[src/rtl/rv32i_bus_pkg.sv]
// Shared types and constants for the LSU bus master: funct3 codes,
// FSM state encoding and the registered request descriptor.
package rv32i_bus_pkg;

  localparam int unsigned BUS_DATA_W = 32;

  localparam logic [2:0] F3_B  = 3'b000;
  localparam logic [2:0] F3_H  = 3'b001;
  localparam logic [2:0] F3_W  = 3'b010;
  localparam logic [2:0] F3_BU = 3'b100;
  localparam logic [2:0] F3_HU = 3'b101;

  typedef enum logic [1:0] {
    IDLE  = 2'd0,
    ISSUE = 2'd1,
    WAIT  = 2'd2,
    RESP  = 2'd3
  } lsu_state_t;

  // Request fields kept after acceptance for the response phase
  typedef struct packed {
    logic       we;
    logic [2:0] funct3;
    logic [1:0] offset;
  } lsu_req_t;

endpackage

[src/rtl/lsu_bus_master_if.sv]
// Core request/response and decoder-side bus signals of the LSU bus master.
// master: the LSU block; slave: the core and bus decoder around it.
interface lsu_bus_master_if #(
  parameter int unsigned ADDR_W = 16
);
  logic                                 req_valid;
  logic                                 req_ready;
  logic                                 req_we;
  logic [2:0]                           req_funct3;
  logic [31:0]                          req_addr;
  logic [31:0]                          req_wdata;
  logic                                 rsp_valid;
  logic [rv32i_bus_pkg::BUS_DATA_W-1:0] rsp_rdata;
  logic                                 rsp_err;
  logic [ADDR_W-1:0]                    bus_addr;
  logic                                 bus_wen;
  logic                                 bus_ren;
  logic [3:0]                           bus_wstrb;
  logic [rv32i_bus_pkg::BUS_DATA_W-1:0] bus_wdata;
  logic [rv32i_bus_pkg::BUS_DATA_W-1:0] bus_rdata;

  modport master (
    input  req_valid, req_we, req_funct3, req_addr, req_wdata, bus_rdata,
    output req_ready, rsp_valid, rsp_rdata, rsp_err,
           bus_addr, bus_wen, bus_ren, bus_wstrb, bus_wdata
  );

  modport slave (
    output req_valid, req_we, req_funct3, req_addr, req_wdata, bus_rdata,
    input  req_ready, rsp_valid, rsp_rdata, rsp_err,
           bus_addr, bus_wen, bus_ren, bus_wstrb, bus_wdata
  );
endinterface

[src/rtl/load_align.sv]
// Load data extraction: picks the byte/half lane and sign- or zero-extends.
module load_align
  import rv32i_bus_pkg::*;
(
  input  logic [BUS_DATA_W-1:0] rdata,
  input  logic [1:0]            offset,
  input  logic [2:0]            funct3,
  output logic [BUS_DATA_W-1:0] data
);

  logic [7:0]  byte_c;
  logic [15:0] half_c;

  // Lane select, then extension chosen by funct3[2] (1 = unsigned)
  always_comb begin
    byte_c = 8'(rdata >> {offset, 3'b000});
    half_c = offset[1] ? rdata[31:16] : rdata[15:0];
    case (funct3[1:0])
      2'b00:   data = funct3[2] ? {24'd0, byte_c} : {{24{byte_c[7]}}, byte_c};
      2'b01:   data = funct3[2] ? {16'd0, half_c} : {{16{half_c[15]}}, half_c};
      default: data = rdata;
    endcase
  end

endmodule

[src/rtl/lsu_bus_master.sv]
// LSU bus master: turns one RV32I load/store request into one bus
// transaction with byte strobes, lane-replicated write data, fixed-latency
// read capture and load extension.
// Build option LSU_MISALIGN_TRAP_EN: misaligned H/W accesses are rejected
// with rsp_err; otherwise they are force-aligned and proceed.
module lsu_bus_master
  import rv32i_bus_pkg::*;
#(
  parameter int unsigned ADDR_W   = 16,
  parameter int unsigned READ_LAT = 1
) (
  input logic               clk,
  input logic               rst,
  lsu_bus_master_if.master  bus
);

  localparam int unsigned CNT_W = 3;

  lsu_state_t              state;
  lsu_req_t                req_q;
  logic [CNT_W-1:0]        cnt;
  logic [BUS_DATA_W-1:0]   ext_c;

  logic                    err_c;
  logic                    f3_err_c;
  logic [ADDR_W-1:0]       addr_al_c;
  logic [3:0]              wstrb_c;
  logic [BUS_DATA_W-1:0]   wdata_c;

  // Request check, alignment and store lane shaping from the live request
  always_comb begin
    case (bus.req_funct3)
      F3_B, F3_H, F3_W: f3_err_c = 1'b0;
      F3_BU, F3_HU:     f3_err_c = bus.req_we;
      default:          f3_err_c = 1'b1;
    endcase
    addr_al_c = bus.req_addr[ADDR_W-1:0];
`ifdef LSU_MISALIGN_TRAP_EN
    err_c = ((bus.req_addr >> ADDR_W) != 32'd0) || f3_err_c ||
            ((bus.req_funct3[1:0] == 2'b01) && bus.req_addr[0]) ||
            ((bus.req_funct3[1:0] == 2'b10) && (bus.req_addr[1:0] != 2'b00));
`else
    err_c = ((bus.req_addr >> ADDR_W) != 32'd0) || f3_err_c;
    if (bus.req_funct3[1:0] == 2'b01) begin
      addr_al_c[0] = 1'b0;
    end else if (bus.req_funct3[1:0] == 2'b10) begin
      addr_al_c[1:0] = 2'b00;
    end
`endif
    case (bus.req_funct3[1:0])
      2'b00: begin
        wstrb_c = 4'b0001 << addr_al_c[1:0];
        wdata_c = {4{bus.req_wdata[7:0]}};
      end
      2'b01: begin
        wstrb_c = 4'b0011 << {addr_al_c[1], 1'b0};
        wdata_c = {2{bus.req_wdata[15:0]}};
      end
      default: begin
        wstrb_c = 4'b1111;
        wdata_c = bus.req_wdata;
      end
    endcase
  end

  load_align u_load_align (
    .rdata  (bus.bus_rdata),
    .offset (req_q.offset),
    .funct3 (req_q.funct3),
    .data   (ext_c)
  );

  // Transaction FSM with registered handshake and bus outputs
  always_ff @(posedge clk or posedge rst) begin
    if (rst) begin
      state         <= IDLE;
      req_q         <= '0;
      cnt           <= '0;
      bus.req_ready <= 1'b0;
      bus.rsp_valid <= 1'b0;
      bus.rsp_rdata <= '0;
      bus.rsp_err   <= 1'b0;
      bus.bus_addr  <= '0;
      bus.bus_wen   <= 1'b0;
      bus.bus_ren   <= 1'b0;
      bus.bus_wstrb <= '0;
      bus.bus_wdata <= '0;
    end else begin
      bus.rsp_valid <= 1'b0;
      bus.rsp_err   <= 1'b0;
      bus.rsp_rdata <= '0;
      case (state)
        IDLE: begin
          if (bus.req_valid && bus.req_ready) begin
            bus.req_ready <= 1'b0;
            req_q.we      <= bus.req_we;
            req_q.funct3  <= bus.req_funct3;
            req_q.offset  <= addr_al_c[1:0];
            if (err_c) begin
              state         <= RESP;
              bus.rsp_valid <= 1'b1;
              bus.rsp_err   <= 1'b1;
            end else begin
              state        <= ISSUE;
              bus.bus_addr <= addr_al_c;
              cnt          <= CNT_W'(READ_LAT - 1);
              if (bus.req_we) begin
                bus.bus_wen   <= 1'b1;
                bus.bus_wstrb <= wstrb_c;
                bus.bus_wdata <= wdata_c;
              end else begin
                bus.bus_ren <= 1'b1;
              end
            end
          end else begin
            bus.req_ready <= 1'b1;
          end
        end
        ISSUE, WAIT: begin
          bus.bus_wen   <= 1'b0;
          bus.bus_ren   <= 1'b0;
          bus.bus_wstrb <= '0;
          bus.bus_wdata <= '0;
          if (req_q.we || (cnt == '0)) begin
            state         <= RESP;
            bus.rsp_valid <= 1'b1;
            if (!req_q.we) begin
              bus.rsp_rdata <= ext_c;
            end
          end else begin
            state <= WAIT;
            cnt   <= cnt - CNT_W'(1);
          end
        end
        default: begin
          state         <= IDLE;
          bus.req_ready <= 1'b1;
        end
      endcase
    end
  end

endmodule

[src/flat_wrapper.sv]
// flat-port wrapper written by rule: the top's interface ports become plain ports
module lsu_bus_master_flat import rv32i_bus_pkg::*;
#(
  parameter int unsigned ADDR_W   = 16,
  parameter int unsigned READ_LAT = 1
)
  (clk, rst, bus_req_valid, bus_req_we, bus_req_funct3, bus_req_addr, bus_req_wdata, bus_bus_rdata, bus_req_ready, bus_rsp_valid, bus_rsp_rdata, bus_rsp_err, bus_bus_addr, bus_bus_wen, bus_bus_ren, bus_bus_wstrb, bus_bus_wdata);
  lsu_bus_master_if #(.ADDR_W(ADDR_W)) bus_i ();
  input logic clk;
  input logic rst;
  input wire logic [$bits(bus_i.req_valid)-1:0] bus_req_valid;
  input wire logic [$bits(bus_i.req_we)-1:0] bus_req_we;
  input wire logic [$bits(bus_i.req_funct3)-1:0] bus_req_funct3;
  input wire logic [$bits(bus_i.req_addr)-1:0] bus_req_addr;
  input wire logic [$bits(bus_i.req_wdata)-1:0] bus_req_wdata;
  input wire logic [$bits(bus_i.bus_rdata)-1:0] bus_bus_rdata;
  output wire logic [$bits(bus_i.req_ready)-1:0] bus_req_ready;
  output wire logic [$bits(bus_i.rsp_valid)-1:0] bus_rsp_valid;
  output wire logic [$bits(bus_i.rsp_rdata)-1:0] bus_rsp_rdata;
  output wire logic [$bits(bus_i.rsp_err)-1:0] bus_rsp_err;
  output wire logic [$bits(bus_i.bus_addr)-1:0] bus_bus_addr;
  output wire logic [$bits(bus_i.bus_wen)-1:0] bus_bus_wen;
  output wire logic [$bits(bus_i.bus_ren)-1:0] bus_bus_ren;
  output wire logic [$bits(bus_i.bus_wstrb)-1:0] bus_bus_wstrb;
  output wire logic [$bits(bus_i.bus_wdata)-1:0] bus_bus_wdata;
  assign bus_i.req_valid = bus_req_valid;
  assign bus_i.req_we = bus_req_we;
  assign bus_i.req_funct3 = bus_req_funct3;
  assign bus_i.req_addr = bus_req_addr;
  assign bus_i.req_wdata = bus_req_wdata;
  assign bus_i.bus_rdata = bus_bus_rdata;
  assign bus_req_ready = bus_i.req_ready;
  assign bus_rsp_valid = bus_i.rsp_valid;
  assign bus_rsp_rdata = bus_i.rsp_rdata;
  assign bus_rsp_err = bus_i.rsp_err;
  assign bus_bus_addr = bus_i.bus_addr;
  assign bus_bus_wen = bus_i.bus_wen;
  assign bus_bus_ren = bus_i.bus_ren;
  assign bus_bus_wstrb = bus_i.bus_wstrb;
  assign bus_bus_wdata = bus_i.bus_wdata;
  lsu_bus_master #(.ADDR_W(ADDR_W), .READ_LAT(READ_LAT)) u_core (.clk(clk), .rst(rst), .bus(bus_i));
endmodule
[config.mk]
export PLATFORM = sky130hd
export DESIGN_NAME = lsu_bus_master_flat
export DESIGN_NICKNAME = d
export VERILOG_FILES = /design/src/rtl/rv32i_bus_pkg.sv /design/src/rtl/lsu_bus_master_if.sv /design/src/rtl/load_align.sv /design/src/rtl/lsu_bus_master.sv /design/src/flat_wrapper.sv
export SDC_FILE = /design/constraint.sdc
export NUM_CORES = 1
export LEC_CHECK = 0
export CAP_MARGIN = 30
export CORE_ASPECT_RATIO = 0.9
export CORE_MARGIN = 4
export CORE_UTILIZATION = 35
export DETAILED_ROUTE_END_ITERATION = 7
export PLACE_DENSITY = 0.69
export SYNTH_ARGS = -nofsm -noshare
export SYNTH_HDL_FRONTEND = slang
export SYNTH_HIERARCHICAL = 1
export SYNTH_SLANG_ARGS = --single-unit
[constraint.sdc]
create_clock -name clk -period 4.1 [get_ports clk]
set_clock_uncertainty 0.2 [all_clocks]
set_input_delay 1.23 -clock clk [delete_from_list [all_inputs] [get_ports clk]]
set_output_delay 1.23 -clock clk [all_outputs]
set_load 0.01 [all_outputs]
==> results by group <==
Job
  • MaxCap Viol Count: 0

Yosys
  • Adder-cell area share of the yosys netlist: 0.996%
  • Commonest cells in the netlist: dfrtp_1 (100), nand2_1 (75), mux2i_1 (36), and2_1 (33), o21ai_0 (22)
  • Yosys reg bits: 100
  • YS warnings: 6
  • Top-area cell type share of the netlist area: 49.8%
  • Multiplexer area fraction after synthesis: 11.9%
  • Async set-reset flop share out of synthesis: 100%
  • Most common cell in the netlist: dfrtp_1
  • Syn_area_per_cell: 10.8 um2
  • Most used DFF post-synth: dfrtp_1
  • Syn Inst Count: 467
  • Largest family of logic cells by synthesized area: compound AO/OA/AOI/OAI gates
  • Yosys top cell by area: dfrtp_1
  • Complex-gate fraction of the synthesized area: 17.2%
  • Syn Nets: 574
  • XOR/XNOR share of the synthesized area: 0%
  • Seq/Total Area, Yosys: 49.8%
  • Number of distinct library cells after synthesis: 47
  • Count of flip-flops with a built-in enable after synthesis: 0
  • Post-Synth Simple-Gate Area: between 10% and 20%
  • Mapped Area: 0.00503 mm2
  • Synth area leaders: dfrtp_1 (50%), mux2i_1 (7.2%), nand2_1 (5.6%)

Place
  • PortBufs: 191
  • HPWL Detailed: 11.1 mm
  • Placed cells: 825
  • Routability cong.: 0.858

Timing
  • Final setup violation count: 0
  • Fin Hold WS: 278 ps
  • Setup TNS: 0 ps
  • Pin slew with the least headroom to its limit: roughly 960 ps
  • Slew Viols, Final: 0
  • Tcrit/Tclk final: 81.3%
  • Fin. Hold Viols: 0
  • Max Clk Rate: around 300 MHz
  • RSZ-0062 raised after global routing: no
  • Slew HR: 35.7%
  • Crit path time final: 3330 ps

Cells and area
  • Nets: 750
  • Diode count: 0
  • Area Growth Syn to Fin: 45.9%
  • Post-Layout Cell Count: 840
  • Fraction of layout cells with a size suffix above 1: about 13%

Global routing
  • First-pass GRT wire length: between 20 and 25 mm
  • GRT Total Usage: 18.4%
  • Vias in the first global route: 4365
  • Antenna violations before repair: 0
  • Overflow after GRT: 0
  • Largest net degree at the start of global routing: 58

Floorplan
  • Die area: 0.0163 mm2
  • Die Wd: 134 um
  • # rows: 41
  • Core ar.: 0.0141 mm2
  • Starting Density: 35.8%
  • Die H: ~120 um
  • Ports: 192

Setup path
  • Worst setup EP type: register
  • Setup Crit Path Kind: input pin to register
  • Worst-path cell chain: clkdlybuf4s50_1 -> nor4_2 -> nand4_2 -> o32a_2 -> buf_12 -> o31ai_1
  • CP max stage delay: 640 ps
  • CP max-delay cell: o32a_2
  • CP max FO: 48
  • Arrival @ worst endpoint: 3380 ps
  • Worst setup SP type: input pin
  • Required @ worst endpoint: 4150 ps

Clocking
  • Num Clock Sinks: 100
  • Count of hold-fix buffers inserted at cts: 0
  • Post_cts resized: 0
  • Clock Latency Late Sink: 350 ps
  • Clock Pin Slew Worst Setup and Hold Paths: 60 ps
  • TritonCTS clock tree: built
  • TritonCTS Buffers: 9
  • CTS Buffer Depth: 2
  • Post-CTS Setup Inserts: 0
  • CTS H-tree lvls: 3
  • Clock Root Buffer: clkbuf_16

Route
  • Initial DRT Pass Iterations: 5
  • Post-Route WL: 14.9 mm
  • Average wire per cell in the routed design: 17.7 um
  • Vias: roughly 4200
  • DR vias/cell: 5.00
  • DRC Markers: 0
  • Detail Route Antenna Nets: 0
  • DRT iter0 DRCs: 298

Run status
  • Status: finished clean

Pwr
  • Leak Pwr: 3.17 nW
  • Maximum vdd drop: 0.000333 V
  • PwrDens: 643 mW/mm2

Hold path
  • HP Class: register to register
-- path summary, 6_finish.rpt --
check                                                     start                                    to  slack [ps]  cells after the start
max                                            bus_req_addr[29]  u_core/bus.bus_wdata[27]$_DFFE_PP0P_         770                      6
max reg2reg                         u_core/req_q[3]$_DFFE_PP0P_     u_core/bus.rsp_rdata[2]$_DFF_PP0_        1620                      4
max in group asynchronous                                   rst    u_core/bus.rsp_rdata[30]$_DFF_PP0_        1890                      3
min in group asynchronous                                   rst    u_core/bus.bus_addr[4]$_DFFE_PP0P_        1080                      2
min reg2reg                u_core/bus.bus_wdata[31]$_DFFE_PP0P_  u_core/bus.bus_wdata[31]$_DFFE_PP0P_         280                      2
min                        u_core/bus.bus_wdata[31]$_DFFE_PP0P_  u_core/bus.bus_wdata[31]$_DFFE_PP0P_         280                      2
-- state kept, by name, indices dropped and copies added (netlist names), 2 cells and up --
name	count
u_core/bus.bus_wdata	32
u_core/req_q	6
u_core/bus.bus_addr	16
u_core/bus.bus_wstrb	4
u_core/state	2
u_core/cnt	3
u_core/bus.rsp_rdata	32
-- metrics by stage --
step                util [%]  instance area [um2]  setup WS, ps  total power [mW]
detailed placement      50.4                 7080           372              3.97
global placement        50.4                 7080           501              3.90
CTS                     52.2                 7330           767              4.75
finish                  52.2                 7330           769              4.72
floorplan                  -                 5030          51.2              3.04
global route            52.2                 7330           613              5.03
-- critical path, delay by kind of cell --
kind                   cells  cell delay, ps
AND/OR/NAND/NOR            2             560
buffers and inverters      2             690
AO/OA/AOI/OAI              2             890
-- cell usage in the layout, fill, tap and decap left out, types with 13 or more instances in the layout --
cell type,instances
dfrtp_1,100
o21ai_0,22
mux2_2,18
a21oi_1,14
nand2b_1,13
nor2_1,15
nand2_1,75
mux2i_1,36
o31ai_2,14
clkdlybuf4s50_1,191
o31ai_1,15
and2_1,33
-- routing by layer --
layer  global-route usage [%]  share of wire (%)  wire length [um]  vias up
li1                         -                  -                 -     1983
met2                     30.7                 48              7120      204
met4                     5.41                1.3               197        0
met1                     22.1                 40              5960     2001
met5                        0                  0                 0        -
met3                     7.35                 11              1630       14
-- layout make-up --
| type | count | area [um2] |
|---|---|---|
| fillers | 1221 | 6720 |
| flip-flops and latches | 100 | 2500 |
| multi-input cells | 321 | 2290 |
| repair buffers | 199 | 2000 |
| well taps | 193 | 241 |
| clock buffers | 12 | 236 |
| inverters | 12 | 47.5 |
| clock inverters | 3 | 15.0 |
-- report_power, final --
| group | internal [mW] | leakage (nW) | total [mW] | switching (mW) |
|---|---|---|---|---|
| logic | 1.18 | 1.73 | 2.38 | 1.20 |
| registers | 1.33 | 1.32 | 1.57 | 0.243 |
| clock network | 0.406 | 0.126 | 0.765 | 0.359 |
-- cells by family after synthesis --
group | Yosys count
mux | 56
simple gates | 154
compound gates | 107
fa+ha+maj | 4
flops | 100
buf+inv | 46
Note: power is estimated with default switching activity, not from simulation.
